## config.mk

```make
export PLATFORM = sky130hd
export DESIGN_NAME = sm83_decode
export DESIGN_NICKNAME = d
export VERILOG_FILES = /design/src/rtl/sm83_decode.sv
export SDC_FILE = /design/constraint.sdc
export NUM_CORES = 1
export LEC_CHECK = 0
export ABC_AREA = 1
export CORE_MARGIN = 2
export CORE_UTILIZATION = 43
export DETAILED_ROUTE_END_ITERATION = 16
export HOLD_SLACK_MARGIN = 0.03
export PLACE_DENSITY = 0.8
export SYNTH_ARGS = -nofsm -noshare
export SYNTH_HDL_FRONTEND = slang
export SYNTH_SLANG_ARGS = --single-unit
```

## constraint.sdc

```tcl
create_clock -name clk -period 1.4 [get_ports clk]
set_clock_uncertainty 0.05 [all_clocks]
set_input_delay 0.21 -clock clk [delete_from_list [all_inputs] [get_ports clk]]
set_output_delay 0.21 -clock clk [all_outputs]
set_load 0.05 [all_outputs]
```

## src/rtl/sm83_decode.sv

```systemverilog
// -----------------------------------------------------------------------------
// sm83_pkg / sm83_decode
//
// Instruction register and opcode decoder sitting directly in front of the
// control sequencer. The opcode byte is captured from the memory data bus on
// every accepted fetch cycle. A registered ctl_op plus r8 operand selects are
// then presented to the sequencer and register file. The block tracks the CB
// prefix, HALT and illegal-opcode lockup so that the sequencer sees exactly one
// ctl_op per instruction.
//
// Ports:
//   clk          core clock, rising edge
//   rst          synchronous, active-high reset
//   fetch_cycle  mem_rdata carries the next opcode byte this cycle
//   mem_rdata    memory read data bus (8 bits)
//   irq_wake     single-cycle wake request, leaves HALTED
//   ctl_op       decoded operation (sm83_pkg::ctl_op_t)
//   r8_dst       destination r8 index (B,C,D,E,H,L,(HL),A = 0..7)
//   r8_src       source r8 index, same encoding
//   cb_mode      high while ctl_op = CTL_CB_OP
//   opcode_q     raw instruction register contents
//   halted       high in the HALTED state
//   illegal      sticky illegal-opcode flag
//
// Build option:
//   SM83_ILLEGAL_TRAP_EN  When defined, the eleven unused opcodes lock the
//                         decoder (CTL_ILLEGAL, illegal=1) until reset. When
//                         undefined, they decode as CTL_NOP and illegal is 0.
// -----------------------------------------------------------------------------

package sm83_pkg;
   typedef enum logic [2:0] {
      CTL_NOP       = 3'd0,
      CTL_LD_R8_D8  = 3'd1,
      CTL_LD_R8_R8  = 3'd2,
      CTL_HALT      = 3'd3,
      CTL_PREFIX_CB = 3'd4,
      CTL_CB_OP     = 3'd5,
      CTL_ILLEGAL   = 3'd6
   } ctl_op_t;
endpackage

module sm83_decode
   import sm83_pkg::*;
#(
   parameter logic [7:0] RESET_OPCODE = 8'h00
) (
   input  logic       clk,
   input  logic       rst,
   input  logic       fetch_cycle,
   input  logic [7:0] mem_rdata,
   input  logic       irq_wake,
   output ctl_op_t    ctl_op,
   output logic [2:0] r8_dst,
   output logic [2:0] r8_src,
   output logic       cb_mode,
   output logic [7:0] opcode_q,
   output logic       halted,
   output logic       illegal
);

   typedef enum logic [1:0] {
      ST_RUN     = 2'd0,
      ST_CB_WAIT = 2'd1,
      ST_HALTED  = 2'd2
`ifdef SM83_ILLEGAL_TRAP_EN
      , ST_LOCKED = 2'd3
`endif
   } state_t;

   state_t     state_q, state_d;
   ctl_op_t    op_q, op_d;
   logic [7:0] ir_q, ir_d;
   logic [2:0] dst_q, dst_d;
   logic [2:0] src_q, src_d;
   logic       cb_q, cb_d;
   logic       halt_q, halt_d;
`ifdef SM83_ILLEGAL_TRAP_EN
   logic       ill_q, ill_d;

   // Unused SM83 opcode slots; executing one of them hangs the real part.
   function automatic logic is_illegal(input logic [7:0] op);
      case (op)
         8'hD3, 8'hDB, 8'hDD, 8'hE3, 8'hE4, 8'hEB,
         8'hEC, 8'hED, 8'hF4, 8'hFC, 8'hFD: is_illegal = 1'b1;
         default:                           is_illegal = 1'b0;
      endcase
   endfunction
`endif

   always_ff @(posedge clk) begin
      if (rst) begin
         state_q <= ST_RUN;
         op_q    <= CTL_NOP;
         ir_q    <= RESET_OPCODE;
         dst_q   <= 3'd0;
         src_q   <= 3'd0;
         cb_q    <= 1'b0;
         halt_q  <= 1'b0;
`ifdef SM83_ILLEGAL_TRAP_EN
         ill_q   <= 1'b0;
`endif
      end else begin
         state_q <= state_d;
         op_q    <= op_d;
         ir_q    <= ir_d;
         dst_q   <= dst_d;
         src_q   <= src_d;
         cb_q    <= cb_d;
         halt_q  <= halt_d;
`ifdef SM83_ILLEGAL_TRAP_EN
         ill_q   <= ill_d;
`endif
      end
   end

   always_comb begin
      // Everything holds unless a fetch or wake is accepted.
      state_d = state_q;
      op_d    = op_q;
      ir_d    = ir_q;
      dst_d   = dst_q;
      src_d   = src_q;
      cb_d    = cb_q;
      halt_d  = halt_q;
`ifdef SM83_ILLEGAL_TRAP_EN
      ill_d   = ill_q;
`endif
      case (state_q)
         ST_RUN: begin
            if (fetch_cycle) begin
               ir_d = mem_rdata;
               cb_d = 1'b0;
               // 0x76 sits inside the 01dddsss block (LD (HL),(HL)), so it must be tested first.
               if (mem_rdata == 8'h76) begin
                  op_d    = CTL_HALT;
                  halt_d  = 1'b1;
                  state_d = ST_HALTED;
               end else if (mem_rdata[7:6] == 2'b01) begin
                  op_d  = CTL_LD_R8_R8;
                  dst_d = mem_rdata[5:3];
                  src_d = mem_rdata[2:0];
               end else if (mem_rdata[7:6] == 2'b00 && mem_rdata[2:0] == 3'b110) begin
                  op_d  = CTL_LD_R8_D8;
                  dst_d = mem_rdata[5:3];
               end else if (mem_rdata == 8'hCB) begin
                  op_d    = CTL_PREFIX_CB;
                  state_d = ST_CB_WAIT;
`ifdef SM83_ILLEGAL_TRAP_EN
               end else if (is_illegal(mem_rdata)) begin
                  op_d    = CTL_ILLEGAL;
                  ill_d   = 1'b1;
                  state_d = ST_LOCKED;
`endif
               end else begin
                  op_d = CTL_NOP;
               end
            end
         end
         ST_CB_WAIT: begin
            // Every CB-page opcode names its r8 operand in bits [2:0].
            if (fetch_cycle) begin
               ir_d    = mem_rdata;
               op_d    = CTL_CB_OP;
               cb_d    = 1'b1;
               dst_d   = mem_rdata[2:0];
               src_d   = mem_rdata[2:0];
               state_d = ST_RUN;
            end
         end
         ST_HALTED: begin
            // A fetch coinciding with the wake is dropped.
            if (irq_wake) begin
               op_d    = CTL_NOP;
               halt_d  = 1'b0;
               state_d = ST_RUN;
            end
         end
         default: begin
            // LOCKED: everything held until reset.
         end
      endcase
   end

   assign ctl_op   = op_q;
   assign r8_dst   = dst_q;
   assign r8_src   = src_q;
   assign cb_mode  = cb_q;
   assign opcode_q = ir_q;
   assign halted   = halt_q;
`ifdef SM83_ILLEGAL_TRAP_EN
   assign illegal  = ill_q;
`else
   assign illegal  = 1'b0;
`endif

endmodule

```

=== Word level (Yosys, flattened, before mapping) ===
Index checks and enable logic that the tools add are counted.

* Register bits after elaboration: 21
* Latch bits: 0
* Memory bits (writable): 0
* ROM bits: 0
* Input bits: 12
* Word-level logic and storage cells: 70
* Memories kept: 0

* Add/subtract/negate cells: 0
* Multiply operators: 0
* Div/mod/pow operators: 0
* Magnitude comparators: 0
* Eq/ne operators: 16
* Shift-type cells: 0
* Multiplexer cells: 33
* Bitwise logic cells: 0
* Reductions and logical operators: 14

{| class="wikitable"
|+ Operators by type and width
! kind !! count
|-
| 3-bit two-way mux || 15
|-
| 2-bit two-way mux || 7
|-
| 2-bit inequality test, second input constant || 6
|-
| 3-bit inequality test, second input constant || 4
|-
| 3-bit one-hot mux with 2 select lines || 2
|-
| 5-bit AND reduction || 2
|-
| 3-bit one-hot mux with 3 select lines || 1
|-
| 8-bit by 7-bit equality test with 1-bit output, second input constant || 1
|-
| 8-bit equality test, second input constant || 1
|-
| 4-bit AND reduction || 2
|-
| 7-bit AND reduction || 1
|-
| 2-bit one-hot mux with 3 select lines || 1
|-
| 1-bit two-way mux || 5
|-
| 2-bit by 1-bit equality test with 1-bit output, second input constant || 2
|-
| 2-bit zero test || 2
|-
| 1-bit one-hot mux with 2 select lines || 2
|-
| 2-bit nonzero test || 2
|-
| 3-bit equality test, second input constant || 1
|-
| 3-bit AND reduction || 1
|-
| 3-bit nonzero test || 1
|-
| 2-bit equality test, second input constant || 1
|-
| 2-bit AND reduction || 1
|-
| 2-bit OR reduction || 1
|-
| 1-bit logical AND || 1
|}

=== Logic depth before layout (Yosys ltp) ===
Gate-level depths: netlist (run 1).

* Depth after elaboration: 7
* Depth in mapped cells: 10

=== Worst setup path before layout (run 1) ===
Ideal clock, no wire load.

* Kind: reg2reg
* Start: register state_q[0]
* End: register state_q[0]
* Arrival: 1.269 ns
* Required time: 1.235 ns
* Path slack: -0.034 ns
* Stages on the path, launching flop included: 10
* Buffers on the path: 1
* Clock period less this slack: 1.434 ns
* Cell sequence: dfxtp_1 -> inv_1 -> ha_1 -> buf_4 -> nor2_8 -> o21ai_2 -> nor2_2 -> nand3_1 -> nand2_1 -> nor2_1

* Longest elaborated chain between the ends: 3
* Elaborated cells on any way between the ends: 12
* Those cells by class: eq/ne (8); mux (1); reduce/logical (3)

{| class="wikitable"
|+ Ends and longest elaborated chain
! what !! RTL line !! text
|-
| start, declared || 71 || <nowiki>state_t state_q, state_d;</nowiki>
|-
| start signal, assigned || 104 || <nowiki>state_q <= state_d;</nowiki>
|-
| 2-bit equality test, or another cell as far along || 129 || <nowiki>case (state_q)</nowiki>
|-
| 2-bit inequality test (no source line), or another cell as far along || -- ||
|-
| 7-bit AND reduction (no source line) || -- ||
|}

Parallel ways exist; a longest one is shown, timed or not.
A chain may end at the register's enable or synchronous reset.

=== Worst setup path after layout (run 1) ===
* Start: register state_q[0]
* End: register halt_q (netlist: halted)

* Longest elaborated chain between the ends: 3
* Elaborated cells on any way between the ends: 8
* Those cells by class: eq/ne (4); mux (1); reduce/logical (3)

{| class="wikitable"
|+ Ends and longest elaborated chain
! what !! RTL line !! text
|-
| 2-bit equality test or 2-bit zero test (tied branches) || 129 ||
|-
| 2-bit inequality test (no source line) or 2-bit nonzero test (tied branches) || -- ||
|-
| 4-bit AND reduction (no source line) || -- ||
|-
| end signal, assigned || 110 || <nowiki>halt_q <= halt_d;</nowiki>
|-
| end, declared || 77 || <nowiki>logic halt_q, halt_d;</nowiki>
|}

Parallel ways exist; a longest one is shown, timed or not.

==> results.txt, run 1 <==
GRT busiest layer: met2
Worst Path Max Fanout: 5
Die area: 3220 µm²
Largest net degree at the start of global routing: 20
Vias: 1220
Clk pwr share: 0.072
Clock-pin slew on the worst setup and hold paths: 0.12 ns
Pre-antenna DRT Iters: 4
CP most frequent cell: nand2_1
Clock latency at the later pin of the worst-skew pair: 0.30 ns
Power Total: 4.08 mW
Core area: 2690 µm²
Buffers and inverters on the worst path: 2
Ports: 32
Switching power: 1.89 mW
Grt met1 use: 0.226
PwrDens: 2080 nW/µm²
Worst hold path type: flip-flop to flip-flop
DRC viols: 0
Most common library cell in the layout ignoring fill and taps: nand2_1
N_diodes: 0
Slowest stage delay, CP: 0.41 ns
Worst-path cell chain: inv_4, ha_4, buf_4, nand2_1, nand2_1, nor2_2, nand3_1, nand2_1, nor2_2
WL/cell: 13.0 µm
Initial antenna violation count: 0
Final Hold Fails: 0
Share of cells above drive strength 1: 0.372
Number of setup violations in the final report: 0
Final hold slack: 0.471 ns
Post-Synth Simple-Gate Area: 0.346
CP max stage cell: dfxtp_4
Num CTS Buffers: 3
Inst Count DP: 239
Gate Count Post-Synth: 164
Critical path data required time: 1.55 ns
Fmax: 0.722 GHz
Top Family by Delay on Critical Path: simple AND/OR/NAND/NOR gates
Post-synthesis cell type count: 24
Slew @ Worst Pin: 0.583 ns
Grt total ovfl: 0
Root buffer cell: clkbuf_4
H-tree Lvls: 1
CTS tree: built
Register area share after synthesis: 0.352
Max clock buf depth: 2
RSZ-0062 raised after global routing: true
Final Non-Filler Cells: 246
Xor-xnor portion of the synthesized cell area: 0
Row cnt: 19
Combinational share of power: 0.686
Reg2Reg Setup Slack: 0.02 ns
GR Util met2: 0.392
Pint: 2.19 mW
Commonest cells after routing, fill and taps aside: nand2_1, nor2_1, buf_12, buf_4, dfxtp_1
Largest family of logic cells by synthesized area: simple AND/OR/NAND/NOR gates
M3 GR Usage: 0.0415
Slew margin rel.: 0.611
Die H: 56.7 µm
Vias per cell: 4.96
Slew Viols, Final: 0
Synthesis Warnings: 0
Crit share post-route: 0.989
Reg power frac: 0.243
Final net count: 232
Post-synthesis mux area share: 0
Port Buffer Count: 30
Post-synthesis adder-cell area fraction: 0.0419
Mapped Nets: 180
DRT iter0 DRCs: 25
Seq cells post-synth: 21
Mapped Area: 1190 µm²
Critical path class: flip-flop to flip-flop
Post-route ant nets: 0
CP startpoint kind: flip-flop
Starting density of the core: 0.445
Filler cell count: 202
GP Congestion: 0.902
Sw frac: 0.463
Status: complete, no violations
Critical path endpoint category: flip-flop
Max Cap Viol: 0
Routed WL: 3200 µm
Max VDD drop: 1.38 mV
Die Span X: 56.7 µm
Leakage: 0.891 nW
Post-DP HPWL: 2370 µm
Syn avg cell area: 7.29 µm²
Post-route minimum period: 1.38 ns
Hold Buf Count CTS: 0
Vias in the first global route: 1263
Area Growth Syn to Fin: 64.1%
CTS Sinks: 21
First-pass GRT wire length: 5300 µm
Total GRT Usage: 0.210
Crit path DAT: 1.54 ns
Compound-Gate Fraction of Synth Area: 0.153
Utilization after layout: 0.730
[kinds of logic after synthesis]
kind of cell,Yosys count
compound gates,32
buf+inv,27
flops,21
simple gates,79
other cells,1
fa+ha+maj,4
[power by group through the flow]
stage / Clock [mW] / Combinational, mW / Sequential (mW)
2_1_floorplan: 0 / 1.03 / 1.43
3_3_place_gp: 0 / 2.49 / 0.974
3_5_place_dp: 0 / 2.56 / 0.984
4_1_cts: 0.298 / 2.64 / 0.986
5_1_grt: 0.319 / 2.97 / 1.01
6_report: 0.292 / 2.80 / 0.991
[timing repair]
action	4_1_cts	5_1_grt
buffers inserted	0	2
pin swaps	2	4
resized for setup	9	11
cloned	0	1
setup endpoints to repair	17	17
[state kept, by name, summed over array words and instances (netlist names)]
signal    flops
opcode_q      8
ctl_op        3
r8_dst        3
r8_src        3
state_q       2
cb_mode       1
halted        1
[final timing paths]
| check | start | to | depth (start not counted) |
|---|---|---|---|
| worst max-delay path | state_q[0] | halted | 9 |
| worst min-delay path | ctl_op[1] | ctl_op[1] | 2 |
| worst max register to register | state_q[0] | halted | 9 |
| worst min register to register | ctl_op[1] | ctl_op[1] | 2 |
[worst min-delay path: stages (launching register included)]
cell and delay [ns]:
dfxtp_1 0.36, nand2_1 0.09, a21oi_2 0.05
[synthesized netlist by cell type (all sizes together)]
library cell  number  area, µm²
conb               1       3.75
nand3             10       92.6
dfxtp             21        420
buf                5       42.5
nand4              1       6.26
o21ai             16       95.1
a21oi             16       87.6
inv               22       82.6
nor2              28        155
nand2             39        154
nor3               1       5.00
ha                 4       50.1
[area by class of cell]
type                            instances  area, µm²  share of cell area
Multi-Input combinational cell        116        696               0.355
Tap cell                               31       38.8              0.0198
Clock buffer                            3       22.5              0.0115
Timing Repair Buffer                   52        686               0.350
Sequential cell                        21        425               0.217
Clock inverter                          1       5.00             0.00255
Inverter                               22       87.6              0.0447
[metrics by stage]
step	area (µm²)	setup WS, ns	setup TNS, ns
floorplan	1200	0.00581	0
global route	1960	-0.0805	-0.469
finish	1960	0.0155	0
detailed placement	1840	-0.212	-2.77
global placement	1840	-0.144	-1.73
CTS	1900	0.00677	0
[routing by layer]
layer	vias up	share of wire
li1	614	-
met1	559	0.40
met2	35	0.53
met3	12	0.034
met4	0	0.033
met5	-	0
No activity file was read; power rests on OpenSTA's default activity.
==> inputs of run 2 (changes only) <==
--- a/config.mk
+++ b/config.mk
@@ -10,7 +10,7 @@
 export CORE_UTILIZATION = 43
 export DETAILED_ROUTE_END_ITERATION = 16
 export HOLD_SLACK_MARGIN = 0.03
-export PLACE_DENSITY = 0.8
+export PLACE_DENSITY_LB_ADDON = 0.12
 export SYNTH_ARGS = -nofsm -noshare
 export SYNTH_HDL_FRONTEND = slang
 export SYNTH_SLANG_ARGS = --single-unit
==> run 2 against run 1 <==
- final cell count is 0.41% higher
- core utilization grew 2.3 points
- largest cell class unchanged
- worst setup slack got worse by 0.0054 ns
- die area did not move
- sequential share of layout area down 0.67 points
- non-clock buffer count is 1 higher
- global-route usage increased by 0.61 points
- sequential power increased by 0.8%
- clock-buffer cell count is the same
- first-iteration DRC count increased by 40%
- register-to-register slack about the same
==> results.txt, run 2 (synthesized netlist as in run 1, its figures left out) <==
CTS Sinks: 21 (unchanged)
Num CTS Buffers: 3 (unchanged)
Number of setup violations in the final report: 0 (unchanged)
Max clock buf depth: 2 (unchanged)
Row cnt: 19 (unchanged)
Status: complete, no violations
Port Buffer Count: 30 (unchanged)
Grt total ovfl: 0 (unchanged)
Max Cap Viol: 0 (unchanged)
Slew margin rel.: 0.594 (-0.0176)
Placed inst area: 1860 µm² (+0.81%)
N_diodes: 0 (unchanged)
H-tree Lvls: 1 (unchanged)
Final hold slack: 0.256 ns (-0.215 ns)
Critical path class: flip-flop to flip-flop
Clock latency at the later pin of the worst-skew pair: 0.29 ns (about the same)
Most common library cell in the layout ignoring fill and taps: nand2_1
Clock-pin slew on the worst setup and hold paths: 0.12 ns (about the same)
Core area: 2690 µm² (unchanged)
Met3 WL: 112 µm (+1.8%)
Critical R2R Launch: state_q[0]
Share of cells above drive strength 1: 0.412 (+0.0399)
Worst Path Max Fanout: 8 (+3)
Met2 WL: 1660 µm (-3.0%)
Hold_sp: mem_rdata[1]
Die Span X: 56.7 µm (unchanged)
Crit path DAT: 1.54 ns (about the same)
Fin area: 2020 µm² (+3.2%)
Critical path endpoint category: flip-flop
Routed WL: 3100 µm (-2.9%)
Root buffer cell: clkbuf_4
Starting density of the core: 0.445 (unchanged)
Max FFs per register: 8 (unchanged)
WL/cell: 12.6 µm (-3.3%)
DRT iter0 DRCs: 35 (+40%)
Fmax: 0.719 GHz (-0.39%)
Vias: 1196 (-2.0%)
Slew @ Worst Pin: 0.609 ns (+0.0264 ns)
M1 wire length: 1290 µm (+1.5%)
Post-route ant nets: 0 (unchanged)
Final net count: 233 (+0.43%)
Die H: 56.7 µm (unchanged)
First-pass GRT wire length: 5570 µm (+5.1%)
DRC viols: 0 (unchanged)
Pre-antenna DRT Iters: 4 (unchanged)
Ports: 32 (unchanged)
Commonest cells after routing, fill and taps aside: nand2_1, nor2_1, buf_12, buf_4, dfxtp_1
Vias in the first global route: 1281 (+1.4%)
Post-route minimum period: 1.39 ns (+0.00540 ns)
CP startpoint: state_q[0]
Total GRT Usage: 0.216 (+0.00608)
Initial antenna violation count: 0 (unchanged)
Final Hold Fails: 0 (unchanged)
Die area: 3220 µm² (unchanged)
Area Growth Syn to Fin: 69.3%
PwrDens: 2070 nW/µm² (-0.27%)
CP startpoint kind: flip-flop
Largest net degree at the start of global routing: 20 (unchanged)
GP Congestion: 0.862 (-4.4%)
Slew Viols, Final: 0 (unchanged)
Critical path data required time: 1.55 ns (about the same)
Max VDD drop: 1.63 mV (+18%)
Uppermost routed layer: met4
RSZ-0062 raised after global routing: true
CTS tree: built
Leakage: 0.913 nW (+2.4%)
Worst hold path type: input pin to flip-flop
Post-DP HPWL: 2340 µm (-1.3%)
Vias per cell: 4.84 (-2.4%)
Crit share post-route: 0.993 (+0.00386)
-- run 2: cell types whose count changed in the layout (fill, tap and decap cells not counted), sizes merged --
cell | before | now
buf | 40 | 42
clkbuf | 4 | 3
clkdlybuf4s50 | 11 | 10
dlymetal6s2s | 0 | 1
-- run 2: stage by stage --
stage                     cells  worst slack [ns]  setup TNS [ns]  utilization  total power [mW]
after CTS                   246          -0.00271        -0.00655        0.728              4.04
after detailed placement    241            -0.218           -2.85        0.691              3.55
after global placement      241            -0.163           -1.98        0.691              3.49
final                       247            0.0101               0        0.753              4.20
after floorplan             164           0.00581               0            -              2.46
after global routing        247           -0.0553          -0.463        0.753              4.46
-- run 2: what timing repair did --
item / CTS / global route
gates resized for setup: 11 / 21
buffers inserted: 0 / 1
cloned: 1 / 0
pin swaps: 3 / 7
endpoints found under the setup margin: 19 / 19
endpoints found under the hold margin: 0 / 0
hold buffers: 0 / 0
-- run 2: path summary, 6_finish.rpt --
check,endpoint,cells past startpoint,slack [ns]
min,r8_src[1],3,0.26
max reg2reg,opcode_q[1],7,0.01
min reg2reg,ctl_op[1],2,0.48
max,opcode_q[1],7,0.01
-- run 2: layout make-up --
| class | instances | area [µm²] |
|---|---|---|
| Multi-Input combinational cell | 116 | 742 |
| Sequential cell | 21 | 425 |
| Clock buffer | 3 | 22.5 |
| Fill cell | 195 | 663 |
| Tap cell | 31 | 38.8 |
| Inverter | 22 | 87.6 |
| Timing Repair Buffer | 53 | 702 |
| Clock inverter | 1 | 5.00 |
-- run 2: report_power, final --
part / total [mW] / switching, mW / internal (mW) / leakage (nW)
clock: 0.291 / 0.185 / 0.106 / 0.0177
sequential: 0.999 / 0.211 / 0.788 / 0.174
combinational: 2.91 / 1.57 / 1.34 / 0.722
-- run 2: per-layer routing --
metal | vias to the layer above | global-route usage
li1 | 621 | -
met1 | 544 | 0.251
met2 | 27 | 0.404
met3 | 4 | 0.0323
met4 | 0 | 0.0612
met5 | - | 0
-- run 2: worst max-delay path, cell delays in order, from the launching register on --
cell and delay [ns]:
dfxtp_4 0.41, inv_4 0.05, ha_4 0.19, nor2_8 0.15
nor2_8 0.07, buf_12 0.14, o21ai_0 0.19, a21oi_2 0.05
